**src/rtl/usb_tx_pkg.sv**
```systemverilog
`default_nettype none
// ============================================================================
//  Module      : usb_tx_pkg
//  Description : Shared types and constants for the USB transmit arbiter.
//                Holds the arbiter state encoding, the handshake/data PID
//                values used by the packet sources, and the default timing
//                parameters for the inter-packet gap and strobe watchdog.
//  Revision    : 1.0 - initial release
// ============================================================================
package usb_tx_pkg;

    // Arbiter state encoding (explicit 3-bit width).
    typedef enum logic [2:0] {
        ST_IDLE  = 3'd0,
        ST_START = 3'd1,
        ST_SEND  = 3'd2,
        ST_STOP  = 3'd3,
        ST_GAP   = 3'd4
    } tx_state_e;

    // PID bytes as they appear on the wire (PID plus its check nibble).
    localparam logic [7:0] c_PID_ACK   = 8'hD2;
    localparam logic [7:0] c_PID_NAK   = 8'h5A;
    localparam logic [7:0] c_PID_STALL = 8'h1E;
    localparam logic [7:0] c_PID_DATA0 = 8'hC3;
    localparam logic [7:0] c_PID_DATA1 = 8'h4B;

    // Default timing parameters.
    localparam int c_GAP_CYCLES_DEF     = 8;
    localparam int c_TIMEOUT_CYCLES_DEF = 1023;

endpackage
`default_nettype wire

```
**src/rtl/usb_tx_rr_pick.sv**
```systemverilog
`default_nettype none
// ============================================================================
//  Module      : usb_tx_rr_pick
//  Description : Combinational winner picker. Request 0 wins outright when
//                asserted; otherwise requests 1..NUM_REQ-1 are searched
//                round-robin starting just after the last granted index.
//  Ports       : i_req      - request vector
//                i_last_ptr - index of the last granted round-robin requester
//                o_grant    - one-hot winner (all zero when nothing requests)
//  Revision    : 1.0 - initial release
// ============================================================================
module usb_tx_rr_pick
    import usb_tx_pkg::*;
#(
    parameter int NUM_REQ = 3,
    parameter int PTR_W   = 2
) (
    input  logic [NUM_REQ-1:0] i_req,
    input  logic [PTR_W-1:0]   i_last_ptr,
    output logic [NUM_REQ-1:0] o_grant
);

    logic w_found;

    // Two passes give the wrap-around search: first the indices above the
    // pointer, then the indices from 1 up to and including the pointer.
    always_comb begin
        o_grant = '0;
        w_found = 1'b0;
        if (i_req[0]) begin
            o_grant[0] = 1'b1;
            w_found    = 1'b1;
        end
        for (int i = 1; i < NUM_REQ; i++) begin
            if (!w_found && i_req[i] && (i > int'(i_last_ptr))) begin
                o_grant[i] = 1'b1;
                w_found    = 1'b1;
            end
        end
        for (int i = 1; i < NUM_REQ; i++) begin
            if (!w_found && i_req[i] && (i <= int'(i_last_ptr))) begin
                o_grant[i] = 1'b1;
                w_found    = 1'b1;
            end
        end
    end

endmodule
`default_nettype wire

```
**src/rtl/usb_tx_arbiter.sv**
```systemverilog
`default_nettype none
// ============================================================================
//  Module      : usb_tx_arbiter
//  Description : Shares the ULPI handshake multiplexer transmit channel
//                between NUM_REQ packet sources. Arbitrates (requester 0
//                has priority, the rest round-robin), frames each packet
//                with start/stop pulses, returns per-byte ready strobes to
//                the owner, enforces an inter-packet gap and a no-strobe
//                watchdog.
//  Ports       : USB_CLKIN       - 60 MHz ULPI clock
//                NRST            - asynchronous active-low reset
//                rq_valid_i/rq_data_i/rq_last_i - requester byte lanes
//                rq_grant_o      - one-hot channel owner
//                rq_ready_o      - byte consumed (combinational from strobe)
//                rq_done_o       - packet closed normally
//                rq_fail_o       - packet aborted
//                tx_data_o/tx_start_stop_o - to the multiplexer
//                tx_strb_i/tx_fail_i       - from the multiplexer
//                busy_o          - arbiter not idle
//  Revision    : 1.0 - initial release
// ============================================================================
module usb_tx_arbiter
    import usb_tx_pkg::*;
#(
    parameter int NUM_REQ        = 3,
    parameter int GAP_CYCLES     = c_GAP_CYCLES_DEF,
    parameter int TIMEOUT_CYCLES = c_TIMEOUT_CYCLES_DEF
) (
    input  logic                   USB_CLKIN,
    input  logic                   NRST,
    input  logic [NUM_REQ-1:0]     rq_valid_i,
    input  logic [8*NUM_REQ-1:0]   rq_data_i,
    input  logic [NUM_REQ-1:0]     rq_last_i,
    output logic [NUM_REQ-1:0]     rq_grant_o,
    output logic [NUM_REQ-1:0]     rq_ready_o,
    output logic [NUM_REQ-1:0]     rq_done_o,
    output logic [NUM_REQ-1:0]     rq_fail_o,
    output logic [7:0]             tx_data_o,
    output logic                   tx_start_stop_o,
    input  logic                   tx_strb_i,
    input  logic                   tx_fail_i,
    output logic                   busy_o
);

    localparam int         c_PTR_W    = (NUM_REQ > 2) ? $clog2(NUM_REQ) : 1;
    localparam logic [9:0] c_TIMEOUT  = 10'(TIMEOUT_CYCLES);
    localparam logic [7:0] c_GAP_LAST = 8'(GAP_CYCLES - 1);

    tx_state_e            r_state;
    tx_state_e            w_next;
    logic [NUM_REQ-1:0]   r_grant;
    logic [NUM_REQ-1:0]   w_pick;
    logic [c_PTR_W-1:0]   r_rr_ptr;
    logic [c_PTR_W-1:0]   w_pick_idx;
    logic [7:0]           r_gap_cnt;
    logic [9:0]           r_wdog_cnt;
    logic                 r_pkt_fail;
    logic [NUM_REQ-1:0]   r_dn_fail;

    logic [7:0]           w_lane;
    logic                 w_g_valid;
    logic                 w_g_last;
    logic                 w_any_req;
    logic                 w_dn_fail;
    logic                 w_accept;
    logic                 w_underrun;
    logic                 w_timeout;

    usb_tx_rr_pick #(
        .NUM_REQ (NUM_REQ),
        .PTR_W   (c_PTR_W)
    ) u_pick (
        .i_req      (rq_valid_i),
        .i_last_ptr (r_rr_ptr),
        .o_grant    (w_pick)
    );

    // Granted-lane selection and winner index for the round-robin pointer.
    always_comb begin
        w_lane     = '0;
        w_pick_idx = '0;
        for (int i = 0; i < NUM_REQ; i++) begin
            if (r_grant[i]) begin
                w_lane = w_lane | rq_data_i[8*i +: 8];
            end
            if (w_pick[i]) begin
                w_pick_idx = c_PTR_W'(i);
            end
        end
    end

    // Event decode. A downstream fail beats a simultaneous strobe, and a
    // strobe beats a simultaneous watchdog expiry.
    always_comb begin
        w_any_req  = |rq_valid_i;
        w_g_valid  = |(rq_valid_i & r_grant);
        w_g_last   = |(rq_last_i & r_grant);
        w_dn_fail  = tx_fail_i && ((r_state == ST_START) || (r_state == ST_SEND));
        w_accept   = (r_state == ST_SEND) && tx_strb_i && !tx_fail_i && w_g_valid;
        w_underrun = (r_state == ST_SEND) && tx_strb_i && !tx_fail_i && !w_g_valid;
        w_timeout  = (r_state == ST_SEND) && !tx_strb_i && !tx_fail_i &&
                     (r_wdog_cnt == c_TIMEOUT);
    end

    // State register.
    always_ff @(posedge USB_CLKIN or negedge NRST) begin
        if (!NRST) begin
            r_state <= ST_IDLE;
        end else begin
            r_state <= w_next;
        end
    end

    // Next-state logic and framing outputs.
    always_comb begin
        w_next          = r_state;
        rq_grant_o      = r_grant;
        rq_ready_o      = '0;
        rq_done_o       = '0;
        rq_fail_o       = r_dn_fail;
        tx_data_o       = 8'h00;
        tx_start_stop_o = 1'b0;
        busy_o          = (r_state != ST_IDLE);
        case (r_state)
            ST_IDLE: begin
                if (w_any_req) begin
                    w_next = ST_START;
                end
            end
            ST_START: begin
                tx_start_stop_o = 1'b1;
                tx_data_o       = w_lane;
                w_next          = w_dn_fail ? ST_GAP : ST_SEND;
            end
            ST_SEND: begin
                tx_data_o = w_lane;
                if (w_accept) begin
                    rq_ready_o = r_grant;
                end
                if (w_dn_fail) begin
                    w_next = ST_GAP;
                end else if ((w_accept && w_g_last) || w_underrun || w_timeout) begin
                    w_next = ST_STOP;
                end
            end
            ST_STOP: begin
                tx_start_stop_o = 1'b1;
                if (r_pkt_fail) begin
                    rq_fail_o = rq_fail_o | r_grant;
                end else begin
                    rq_done_o = r_grant;
                end
                w_next = ST_GAP;
            end
            ST_GAP: begin
                if (r_gap_cnt == c_GAP_LAST) begin
                    w_next = ST_IDLE;
                end
            end
            default: begin
                w_next = ST_IDLE;
            end
        endcase
    end

    // Grant, pointer, failure flags and counters.
    always_ff @(posedge USB_CLKIN or negedge NRST) begin
        if (!NRST) begin
            r_grant    <= '0;
            r_rr_ptr   <= c_PTR_W'(1);
            r_pkt_fail <= 1'b0;
            r_dn_fail  <= '0;
            r_wdog_cnt <= '0;
            r_gap_cnt  <= '0;
        end else begin
            if ((r_state == ST_IDLE) && w_any_req) begin
                r_grant <= w_pick;
                // Requester 0 is outside the rotation, so it leaves the
                // pointer alone.
                if (!w_pick[0]) begin
                    r_rr_ptr <= w_pick_idx;
                end
            end else if ((w_next == ST_GAP) && (r_state != ST_GAP)) begin
                r_grant <= '0;
            end

            if (r_state == ST_START) begin
                r_pkt_fail <= 1'b0;
            end else if (w_underrun || w_timeout) begin
                r_pkt_fail <= 1'b1;
            end

            // The grant clears on the same edge, so the owner is latched
            // here to produce the fail pulse one cycle later.
            r_dn_fail <= w_dn_fail ? r_grant : '0;

            if ((r_state == ST_START) || tx_strb_i) begin
                r_wdog_cnt <= '0;
            end else if ((r_state == ST_SEND) && (r_wdog_cnt != c_TIMEOUT)) begin
                r_wdog_cnt <= r_wdog_cnt + 10'd1;
            end

            if (r_state == ST_GAP) begin
                r_gap_cnt <= r_gap_cnt + 8'd1;
            end else begin
                r_gap_cnt <= '0;
            end
        end
    end

endmodule
`default_nettype wire

```
**config.mk**
```make
export PLATFORM = sky130hd
export DESIGN_NAME = usb_tx_arbiter
export DESIGN_NICKNAME = d
export VERILOG_FILES = /design/src/rtl/usb_tx_pkg.sv /design/src/rtl/usb_tx_rr_pick.sv /design/src/rtl/usb_tx_arbiter.sv
export SDC_FILE = /design/constraint.sdc
export NUM_CORES = 1
export LEC_CHECK = 0
export ABC_AREA = 1
export CELL_PAD_IN_SITES_DETAIL_PLACEMENT = 0
export CELL_PAD_IN_SITES_GLOBAL_PLACEMENT = 1
export CORE_MARGIN = 2
export CORE_UTILIZATION = 29
export DETAILED_ROUTE_END_ITERATION = 10
export GPL_TIMING_DRIVEN = 0
export PLACE_DENSITY = 0.8
export SLEW_MARGIN = 20
export SYNTH_ARGS = -nofsm -noshare
export SYNTH_HDL_FRONTEND = slang
export SYNTH_HIERARCHICAL = 1
export SYNTH_SLANG_ARGS = --single-unit
```
**constraint.sdc**
```tcl
create_clock -name USB_CLKIN -period 1.4 [get_ports USB_CLKIN]
set_input_delay 0.35 -clock USB_CLKIN [delete_from_list [all_inputs] [get_ports USB_CLKIN]]
set_output_delay 0.35 -clock USB_CLKIN [all_outputs]
set_load 0.02 [all_outputs]
```
Yosys cells after proc, flatten, opt, wreduce, memory -nomap -nowiden. Index checks and enable logic that the tools add are counted.

Add/subtract/negate cells: 2. Reduce and logical (&&, ||, !) cells: 43. Order comparisons: 4. Bitwise gates (word level): 6. Muxes and demuxes: 35. Equality and inequality tests: 9.

Operators by type and width (count): $mux 3 (14); $mux 8 (5); $logic_and 1x1->1 (20); $mux 10 (2); $or 8x8->8 (2); $pmux 3 s5 (1); $mux 1 (12); $add 10x1->10 const B (1); $eq 10x10->1 const B (1); $ne 10x10->1 const B (1); $reduce_or 3->1 (3); $add 8x1->8 const B (1); $eq 8x3->1 const B (1); $logic_not 1->1 (7); $and 3x3->3 (2); $eq 3x2->1 const B (2); $eq 3x3->1 const B (2); $reduce_bool 2->1 (3); $logic_or 1x1->1 (5); $reduce_or 2->1 (2); $eq 3x1->1 const B (1); $logic_not 3->1 (1); $ne 3x3->1 const B (1); $or 3x3->3 (1); other kinds (8) (8).

Output and inout port bits: 22. Word-level logic and storage cells: 106. Bits in registers: 30.

Logic depth before layout (Yosys ltp). Gate-level depths: netlist of run 1.

Depth after elaboration: 18. Gate-level depth with buffers: 9.

Modules after synthesis. The synthesis of run 1 kept the hierarchy.

By module, submodules not included: usb_tx_arbiter (area an instance 1821.7 um^2, instances 1, cells each 262); usb_tx_rr_pick (area an instance 56.3 um^2, instances 1, cells each 12).

Least setup slack after synthesis of run 1. No wires, ideal clock.

Kind: register to output. Start: reg r_state[2]. End: out tx_data_o[0]. Buffers on the path: 0. Setup slack: -0.326 ns. Cell stages (with the launch flop): 6. Arrival time: 1.376 ns. Required time: 1.050 ns. Path through: dfrtp_1 > nor2_4 > nand2_1 > nand2_1 > clkinv_1 > a31oi_1.

Word-level cells in the longest chain between the ends: 3. Elaborated cells between the ends (all ways): 4. Classes of those cells: eq/ne (2); mux (1); reduce/logical (1).

RTL lines: from (decl) (RTL line usb_tx_arbiter.sv:49) `tx_state_e r_state;`; from (signal assigned) (RTL line usb_tx_arbiter.sv:110) `r_state <= w_next;`; $eq 3x1->1 or $eq 3x2->1 (tied branches) (RTL line usb_tx_arbiter.sv:124) `case (r_state)`; $reduce_or 2->1 (no source line) (*); $mux 8 (*) (RTL line usb_tx_arbiter.sv:124); to (decl) (RTL line usb_tx_arbiter.sv:38) `output logic [7:0] tx_data_o,`.

Mark *: on every way between the ends. The rest lies on a longest branch, timed or not.

Worst setup path after layout of run 1.
Start: reg r_state[2]. End: out tx_data_o[7].

The elaborated chain is that of the path after synthesis.

==> results of run 1 <==
-- power breakdown --
group          internal (mW)  switching (mW)  total [mW]
sequential              1.03           0.158        1.18
clock                  0.523           0.338       0.860
combinational           1.07            1.60        2.67
-- through the flow --
stage / TNS, ps / util / instance area [um^2] / hold slack, ps
floorplan: -987 / - / 2100 / 54.4
global placement: -33260 / 0.436 / 2750 / 447
detailed placement: -16280 / 0.435 / 2750 / 434
CTS: -7290 / 0.482 / 3040 / 117
global route: -9170 / 0.500 / 3150 / 146
finish: -6800 / 0.500 / 3150 / 96.8
-- state kept, by name, indices dropped and copies added (netlist names) --
name,cells
r_wdog_cnt,10
r_gap_cnt,8
r_dn_fail,3
r_state,3
rq_grant_o,3
r_rr_ptr,2
r_pkt_fail,1
-- worst reg2reg max path, stage by stage (launching register included) --
cell and delay [ps]:
dfrtp_1 410, inv_2 90, nand3_4 130, buf_6 150, buf_6 110, inv_4 50
nand2_4 70, nand2_8 130, buf_4 120, o21ai_1 40
-- routing by layer --
layer	wire [um]	GRT usage	up-vias
met4	70	0.0462	0
met1	2250	0.187	924
met2	2660	0.273	53
li1	-	-	1022
met5	0	0	-
met3	303	0.0383	6
-- worst max-delay path by stage --
stage	slack, ps	endpoint
after floorplan	-110	tx_data_o[0]
after global placement	-1010	rq_ready_o[0]
after detailed placement	-1020	rq_ready_o[0]
after CTS	-440	rq_ready_o[2]
after global routing	-490	rq_fail_o[2]
final	-400	tx_data_o[7]
-- cell type report --
cell class | instances | area [um^2]
tap | 77 | 96.3
buffer | 4 | 30.0
sequential | 30 | 756
inverter | 41 | 189
timing repair buffer | 67 | 639
multi-input combinational | 199 | 1310
clock buffer | 5 | 68.8
timing repair inverter | 2 | 27.5
clock inverter | 3 | 40.0
fill | 624 | 3160
-- cells by family after synthesis --
family,after synthesis,synth area share
AND/OR/NAND/NOR,165,0.383
buffers and inverters,45,0.0946
AO/OA/AOI/OAI,31,0.104
flip-flops,30,0.400
adder cells (fa/ha/maj),2,0.0133
XOR/XNOR,1,0.00466
-- cells in the final DEF (no fill, tap or decap), drive strengths merged, types with 2 or more instances in the layout --
| cell type | Yosys | routed |
|---|---|---|
| nand2 | 96 | 96 |
| inv | 39 | 41 |
| nor2 | 33 | 33 |
| buf | 1 | 32 |
| dfrtp | 29 | 29 |
| clkdlybuf4s50 | 0 | 28 |
| nand3 | 24 | 24 |
| o21ai | 12 | 12 |
| clkbuf | 3 | 10 |
| a31oi | 8 | 8 |
| nand4 | 6 | 6 |
| dlygate4sd2 | 0 | 4 |
| o21bai | 4 | 4 |
| nor3 | 4 | 4 |
| a21oi | 4 | 4 |
| clkinv | 2 | 4 |
| or2 | 2 | 2 |
| ha | 2 | 2 |
-- what timing repair did --
action	4_1_cts	5_1_grt
pin swaps	7	7
resized for setup	143	32
endpoints found under the setup margin	35	47
cloned	2	0
hold buffers	0	0
buffers inserted	8	5
==> results by group, run 1 <==
Place
  • Setup WS pre-CTS: -1020 ps
  • Estimated wirelength of the detail-placed design: 3890 um
  • Placed cells: 406
  • Port Buf Inserts: 55
  • Gpl congestion: 0.742

Route
  • Via density: 4.68
  • Detailed Route Iter0 Violations: 40
  • ANT nets after route: 0
  • Drt drc: 0
  • Via count: about 2,000
  • Aggregate routed wire length: about 5300 um
  • Avg WL per Cell: ~12 um
  • Detailed-router iteration count before antenna repair: 4

Synthesis
  • Synth warnings: 6
  • Syn Nets: between 300 and 400
  • Post-synth EDFFs: 0
  • Cell Area, Synth: 0.00188 mm^2
  • Yosys cell types: 32
  • Count leader, synth: nand2_1
  • Main area contributors after synthesis: dfrtp_1, nand2_1, inv_1, nor2_1, nand3_1
  • Most frequent cells after synthesis: nand2_1, inv_1, nor2_1
  • Ys async rst share: 1.00
  • Synth top area share: 0.386
  • Flops & latches, synth: 30
  • Syn_area_per_cell: 6.85 um^2
  • Yosys top cell by area: dfrtp_1
  • Seq/Total Area, Yosys: 0.400
  • Dominant synthesized flop cell: dfrtp_1
  • Syn Inst Count: 274

Cells and area
  • P&R area growth vs syn: 68.0%
  • Layout cells sized above 1: 0.336
  • N_diodes: 0
  • Layout Nets: roughly 390
  • Final std cells w/o fill: 428

Critical path
  • RR Endpoint: r_wdog_cnt[8]
  • Max incr delay on CP: 410 ps
  • FF-to-FF setup slack: 0 ps
  • Worst EP arrival: roughly 1500 ps
  • Worst Setup End Kind: primary output
  • CP startpoint: r_state[2]
  • Cell family with most CP delay: flip-flops
  • Worst path required time: 1050 ps
  • Reg2Reg Depth: 9
  • Slowest CP cell: dfrtp_1
  • Reg2reg start: r_state[2]
  • Bufs and invs on worst path: 2
  • Max FO, Critical Path: 5
  • CP Cell Sequence: nor2_4, nand2_4, nand2_8, clkinv_8, a31oi_4, buf_6
  • Startpoint Class: flop
  • Crit path kind: reg2out
  • Cell depth of the worst setup path: 6

STA
  • Clock skew: 4.62 ps
  • Tmin final: around 1800 ps
  • Max-slew violations: 0
  • Worst-margin pin slew: around 670 ps
  • RSZ-0062 raised after global routing: yes
  • Final hold vios: 0
  • Final setup vio count: 20
  • Slew margin rel.: 0.555
  • Share of the clock period used by the worst path: 1.29
  • Final setup margin: -402 ps
  • Peak Freq: 555 MHz

Global route
  • Aggregate global routing overflow: 0
  • First-pass GRT wire length: between 8000 and 9000 um
  • Total track usage: 0.155
  • Largest net degree at the start of global routing: 31
  • Vias in the first global route: a little under 2,000
  • Initial antenna violation count: 0

Clock network
  • CTS sink count: 30
  • CTS max path bufs: 2
  • CTS Buf Count: 5
  • CTS tree: done
  • Clk Latency, worst-skew pair: 290 ps
  • Clock transition at path regs: approximately 60 ps
  • Clk root buf: clkbuf_8
  • CTS H-Tree Depth: 2

Floorplan
  • Die Area: 0.00714 mm^2
  • FP Rows: 29
  • IO Count: 56
  • Die X: between 80 and 90 um
  • Die Y: ~84 um
  • Core ar.: 0.00631 mm^2
  • Initial Util: 0.297

Power
  • Maximum VDD drop: just over 1 mV
  • Leak Pwr: between 1 and 1.5 nW
  • Power Density: between 1000 and 1500 mW/mm^2
  • Total power: about 4.7 mW

Job
  • Max Cap Viol: 0

Status
  • Violated checks: setup timing
  • Run status: finished, violations left

Worst hold path
  • Hold Path Class: in2async
Note: power is estimated with default switching activity, not from simulation.
==> inputs of run 2 (changes only) <==
Settings changed: CORE_MARGIN 2 to not set, HOLD_SLACK_MARGIN set to 0.15.
==> run 2 against run 1 <==
  * The run still ends with setup timing left
  * Count of clock-buffer cells in the layout grew 3
  * Flip-flop and latch count is the same
  * Non-clock buffer count shrank 1
  * Setup slack lost 27 ps
  * Cell count shrank 0.70%
  * Global-route usage grew 0.87 points
  * Routed wire length shrank 1.9%
  * Clock skew grew 2.4 ps
  * Combinational power shrank 2%
  * First-iteration DRC count grew 110%
  * Core utilization grew 0.51 points
  * Clock power shrank 24%
  * Critical endpoint is now tx_data_o[3]
  * Largest cell class unchanged
  * Largest power group unchanged
==> results by group, run 2 (same netlist as run 1, synthesis figures left out) <==
Clock network
  • CTS max path bufs: 2 (unchanged)
  • Clock transition at path regs: 60 ps (about the same)
  • CTS tree: done
  • CTS sink count: 30 (unchanged)
  • Clk Latency, worst-skew pair: 290 ps (about the same)
  • CTS Buf Count: 5 (unchanged)
  • CTS H-Tree Depth: 2 (unchanged)
  • Clk root buf: clkbuf_8

STA
  • Peak Freq: 547 MHz (-1.5%)
  • Worst-margin pin slew: 650 ps (-17.6 ps)
  • Share of the clock period used by the worst path: 1.31 (+0.0193)
  • RSZ-0062 raised after global routing: yes
  • Slew margin rel.: 0.567 (+0.0117)
  • Clock skew: 7.02 ps (+2.41 ps)
  • Final hold vios: 0 (unchanged)
  • Max-slew violations: 0 (unchanged)
  • Setup TNS Final: -6810 ps (-8.89 ps)
  • Tmin final: 1830 ps (+27.1 ps)
  • Final setup margin: -429 ps (-27.1 ps)
  • Final setup vio count: 19 (-5.0%)

Route
  • Avg WL per Cell: 12.2 um (-1.2%)
  • ANT nets after route: 0 (unchanged)
  • Via count: 1,971 (-1.7%)
  • Detailed Route Iter0 Violations: 85 (+110%)
  • Drt drc: 0 (unchanged)
  • Detailed-router iteration count before antenna repair: 4 (unchanged)
  • Aggregate routed wire length: 5180 um (-1.9%)
  • Via density: 4.64 (-1.0%)

Floorplan
  • IO Count: 56 (unchanged)
  • Initial Util: 0.308 (+0.0106)
  • Die X: 82.5 um (-2.4%)
  • Core ar.: 0.00610 mm^2 (-3.4%)
  • Die Y: 82.5 um (-2.4%)
  • FP Rows: 28 (-3.4%)
  • Die Area: 0.00680 mm^2 (-4.7%)

Global route
  • Met3 Usage GRT: 0.0374 (-0.000985)
  • Routing usage on met2: 0.288 (+0.0142)
  • Largest net degree at the start of global routing: 31 (unchanged)
  • Total track usage: 0.164 (+0.00868)
  • Global route hottest layer: met2
  • Met1 usage: 0.192 (+0.00525)
  • First-pass GRT wire length: 8250 um (-7.9%)
  • Vias in the first global route: 1,812 (-6.8%)
  • Aggregate global routing overflow: 0 (unchanged)
  • Initial antenna violation count: 0 (unchanged)

Status
  • Run status: finished, violations left
  • Violated checks: setup timing

Place
  • Setup WS pre-CTS: -1010 ps (+1.34 ps)
  • Estimated wirelength of the detail-placed design: 3730 um (-4.2%)
  • Gpl congestion: 0.763 (+2.9%)
  • Placed cells: 404 (-0.49%)
  • Port Buf Inserts: 55 (unchanged)

Critical path
  • RR Endpoint: r_wdog_cnt[3]
  • CP startpoint: r_state[0]
  • Startpoint Class: flop
  • Worst setup endpoint: tx_data_o[3]
  • FF-to-FF setup slack: 10 ps (about the same)
  • Crit path kind: reg2out
  • Reg2reg start: r_state[0]
  • Reg2Reg Depth: 9 (unchanged)
  • Worst Setup End Kind: primary output
  • Worst EP arrival: 1480 ps (+30 ps)
  • Max FO, Critical Path: 5 (unchanged)
  • Worst path required time: 1050 ps (about the same)

Cells and area
  • Largest register FFs: 10 (unchanged)
  • Most frequent cells in the layout: nand2_1, inv_1, clkdlybuf4s50_1, dfrtp_1, nor2_1
  • Reg with most FFs: r_wdog_cnt
  • Commonest non-fill, non-tap cell in the layout: nand2_1
  • Layout cells sized above 1: 0.309 (-0.0276)
  • Layout Nets: 385 (-0.26%)
  • N_diodes: 0 (unchanged)
  • Final std cells w/o fill: 425 (-0.70%)
  • P&R area growth vs syn: 63.8%
  • Largest regs: r_wdog_cnt: 10 flops, r_gap_cnt: 8 flops

Power
  • Total power: 4.46 mW (-5.4%)
  • Leak Pwr: 1.41 nW (-1.3%)
  • Maximum VDD drop: 0.737 mV (-27%)
  • Power Density: 1450 mW/mm^2 (-3.1%)

Worst hold path
  • Hold Path Class: reg2reg

Job
  • Max Cap Viol: 0 (unchanged)
-- run 2: cell types whose count changed in the layout (fill, tap and decap cells not counted), moves of 2 or more --
cell,before,now
clkinv_2,2,0
clkbuf_1,0,3
nand2_1,73,79
nand2_2,15,10
-- run 2: area by class of cell --
class	count	area, um^2
fill	600	3020
multi-input combinational	199	1280
sequential	30	754
timing repair buffer	66	626
inverter	41	191
tap	75	93.8
clock buffer	8	80.1
buffer	4	27.5
timing repair inverter	2	27.5
-- run 2: routing by layer --
metal  part of all wire  wire length [um]  up-vias
li1                   -                 -     1018
met1               0.43              2220      895
met2               0.48              2470       51
met3              0.081               418        7
met4              0.014                74        0
met5                  0                 0        -
-- run 2: worst min path at each step --
stage	slack (ps)	startpoint	to	cells after the start
3_5_place_dp	430	NRST	r_wdog_cnt[6]	1
3_3_place_gp	450	r_gap_cnt[0]	r_gap_cnt[0]	1
4_1_cts	470	r_gap_cnt[0]	r_gap_cnt[0]	1
2_1_floorplan	50	NRST	r_dn_fail[0]	0
5_1_grt	500	r_gap_cnt[0]	r_gap_cnt[0]	1
6_report	470	r_gap_cnt[0]	r_gap_cnt[0]	1
-- run 2: repair_timing --
action / in CTS / in global routing
gates cloned: 1 / 1
setup endpoints to repair: 35 / 39
endpoints found under the hold margin: 29 / 0
setup buffers: 7 / 4
pin swaps: 6 / 10
gates resized for setup: 142 / 25
hold buffers: 1 / 0
-- run 2: where the power goes --
group | internal (mW) | total [mW] | switching, mW
sequential | 1.02 | 1.18 | 0.159
clock | 0.352 | 0.656 | 0.304
combinational | 1.04 | 2.62 | 1.58
-- run 2: per-stage QoR --
step | area (um^2) | hold slack [ps] | util
finish | 3080 | 468 | 0.505
detailed placement | 2740 | 431 | 0.450
floorplan | 2100 | 54.4 | -
global route | 3080 | 502 | 0.505
CTS | 3010 | 468 | 0.493
global placement | 2750 | 448 | 0.451
-- run 2: critical path, stage by stage (launching register included) --
cell	delay [ps]
dfrtp_1	370
inv_2	70
nor2_4	160
nand2_4	90
nand2_8	110
clkinv_8	90
a31oi_4	160
buf_6	140
==> inputs of run 3 (changes only) <==
Settings changed: CORE_UTILIZATION 29 to 39, DONT_BUFFER_PORTS set to 1, PLACE_DENSITY 0.8 to 0.79.
==> run 3 against run 2 <==
  * The flow finishes with violations (DRC, setup timing)
  * Maximum frequency shrank 0.87%
  * Global-route usage increased by 3.3 points
  * Via count fell by 9.4%
  * Cell count fell by 17%
  * Count of clock-buffer cells in the layout is 2 lower
  * Sequential power rose by 4%
  * Die area decreased by 25%
  * Clock power increased by 2%
  * Cell area decreased by 17%
  * Non-clock buffer count decreased by 49
  * Setup slack lost 16 ps
  * Flip-flop and latch count unchanged
  * Highest routed layer unchanged
==> results by group, run 3 (same netlist as run 1, synthesis figures left out) <==
Status
  • Run status: finished, violations left
  • Violated checks: DRC, setup timing

Floorplan
  • Die Area: 0.00510 mm^2 (-25%)
  • Core ar.: 0.00450 mm^2 (-26%)
  • Initial Util: 0.417 (+0.109)
  • Die Y: 71.4 um (-13%)
  • FP Rows: 24 (-14%)
  • IO Count: 56 (unchanged)
  • Die X: 71.4 um (-13%)

Cells and area
  • Commonest non-fill, non-tap cell in the layout: nand2_1
  • Largest register FFs: 10 (unchanged)
  • Final std cells w/o fill: 353 (-17%)
  • Register area: 757 um^2 (+0.33%)
  • Final core utilization: 0.567 (+0.0625)
  • Most frequent cells in the layout: nand2_1, inv_1, dfrtp_1
  • Post-layout instance area: 0.00255 mm^2 (-17%)
  • P&R area growth vs syn: 36.0%
  • Layout Nets: 336 (-13%)
  • Layout cells sized above 1: 0.292 (-0.0162)
  • Largest regs: r_wdog_cnt: 10 flops, r_gap_cnt: 8 flops
  • N_diodes: 0 (unchanged)
  • Fill cells: 422 (-30%)
  • Reg with most FFs: r_wdog_cnt
  • Area of the multi-input gates: 0.00127 mm^2 (about the same)

STA
  • Peak Freq: 542 MHz (-0.87%)
  • RSZ-0062 raised after global routing: yes
  • Share of the clock period used by the worst path: 1.32 (+0.0114)
  • Max-slew violations: 0 (unchanged)
  • Worst-margin pin slew: 334 ps (-316 ps)
  • Slew margin rel.: 0.777 (+0.210)
  • Clock skew: 6.32 ps (-0.707 ps)
  • Final setup vio count: 29 (+10)
  • Final hold vios: 0 (unchanged)
  • Tmin final: 1850 ps (+16.0 ps)
  • Final setup margin: -445 ps (-16.0 ps)

Global route
  • Initial antenna violation count: 0 (unchanged)
  • First-pass GRT wire length: 7670 um (-6.9%)
  • Met3 Usage GRT: 0.0591 (+0.0217)
  • Total track usage: 0.197 (+0.0331)
  • Vias in the first global route: 1,628 (-10%)
  • Met1 usage: 0.257 (+0.0649)
  • Routing usage on met2: 0.312 (+0.0246)
  • Global route hottest layer: met2
  • Largest net degree at the start of global routing: 31 (unchanged)
  • Aggregate global routing overflow: 0 (unchanged)

Critical path
  • Reg2Reg Depth: 9 (unchanged)
  • Slowest CP cell: dfrtp_1
  • Crit path kind: reg2out
  • Cell family with most CP delay: simple AND/OR/NAND/NOR gates
  • Max FO, Critical Path: 5 (unchanged)
  • Bufs and invs on worst path: 1 (-2)
  • CP Cell Sequence: nor2_4, nand2_4, nand2_8, clkinv_8, a31oi_4
  • Worst Setup End Kind: primary output
  • Startpoint Class: flop
  • Worst path required time: 1050 ps (about the same)
  • Worst EP arrival: 1500 ps (+20 ps)
  • Max incr delay on CP: 410 ps (+40 ps)
  • Cell depth of the worst setup path: 5 (-2)

Clock network
  • CTS max path bufs: 2 (unchanged)
  • CTS Buf Count: 5 (unchanged)
  • Clk root buf: clkbuf_8
  • CTS sink count: 30 (unchanged)
  • Clk Latency, worst-skew pair: 280 ps (about the same)
  • Clock transition at path regs: 70 ps (about the same)
  • CTS tree: done
  • CTS H-Tree Depth: 2 (unchanged)

Route
  • Drt drc: 10 (+10)
  • Via density: 5.06 (+9.0%)
  • Via count: 1,785 (-9.4%)
  • Avg WL per Cell: 13.0 um (+7.0%)
  • Aggregate routed wire length: 4610 um (-11%)
  • ANT nets after route: 0 (unchanged)
  • Detailed-router iteration count before antenna repair: 7 (+3)
  • Detailed Route Iter0 Violations: 125 (+47%)

Power
  • Leak Pwr: 1.19 nW (-16%)
  • Maximum VDD drop: 0.814 mV (+10%)
  • Power Density: 1570 mW/mm^2 (+8.1%)
  • Total power: 4.00 mW (-10%)

Worst hold path
  • Hold Path Class: in2reg
  • Worst hold path depth: 2 (+1)

Place
  • Post-DP Area: 0.00217 mm^2 (-21%)
  • Estimated wirelength of the detail-placed design: 3200 um (-14%)
  • Gpl congestion: 0.778 (+1.9%)
  • Placed cells: 326 (-19%)
  • Port Buf Inserts: 0 (-100%)

Job
  • Max Cap Viol: 0 (unchanged)
run 3: cell count changes in the layout (fill, tap and decap cells not counted), sizes merged:
cell and delta:
dlymetal6s2s -2, clkdlybuf4s50 -27, clkinv +1, inv +1
clkbuf -4, dlygate4sd2 -3, dlygate4sd3 +1, buf -16
run 3: final cells by class:
cell class	count	area share
plain buffers	4	0.00979
inverters	41	0.0710
clock buffers	6	0.0284
well taps	52	0.0255
repair buffers	17	0.0583
multi-input cells	199	0.499
repair inverters	2	0.00784
clock inverters	2	0.00392
flip-flops and latches	30	0.296
run 3: worst paths after layout:
path	start	slack [ps]	end
hold reg to reg	r_gap_cnt[0]	450	r_gap_cnt[0]
max in group asynchronous	NRST	660	r_rr_ptr[0]
hold / removal	tx_fail_i	210	r_dn_fail[0]
setup / recovery	r_state[2]	-450	tx_data_o[7]
setup reg to reg	r_state[2]	-240	r_wdog_cnt[0]
min in group asynchronous	NRST	520	r_wdog_cnt[4]
run 3: repair_timing:
| item | CTS | global route |
|---|---|---|
| endpoints found under the hold margin | 31 | 0 |
| pin swaps | 13 | 11 |
| setup buffers | 10 | 4 |
| setup endpoints to repair | 29 | 36 |
| cloned | 2 | 0 |
| hold buffers | 3 | 0 |
| resized for setup | 28 | 11 |
run 3: routing by layer:
metal	part of all wire	vias to the layer above
li1	-	926
met1	0.45	792
met2	0.45	58
met3	0.080	9
met4	0.014	0
met5	0	-
run 3: metrics by stage:
step	hold slack [ps]	TNS, ps	setup WS, ps
after floorplan	54.4	-987	-113
after global placement	55.1	-3730	-231
after detailed placement	55.3	-3770	-237
after CTS	207	-7720	-452
after global routing	200	-11400	-535
final	214	-8870	-445
run 3: where the power goes:
group / switching (mW) / internal (mW) / total, mW
clock: 0.326 / 0.344 / 0.670
sequential: 0.201 / 1.03 / 1.23
combinational: 1.41 / 0.700 / 2.11
total: 1.93 / 2.07 / 4.00
run 3: worst register-to-register path, delay by kind of cell (launching register included):
| family | cells | cell delay (ps) |
|---|---|---|
| buffers and inverters | 4 | 460 |
| AOI/OAI and AO/OA | 1 | 70 |
| and+or+nand+nor | 4 | 570 |
| DFF | 1 | 410 |
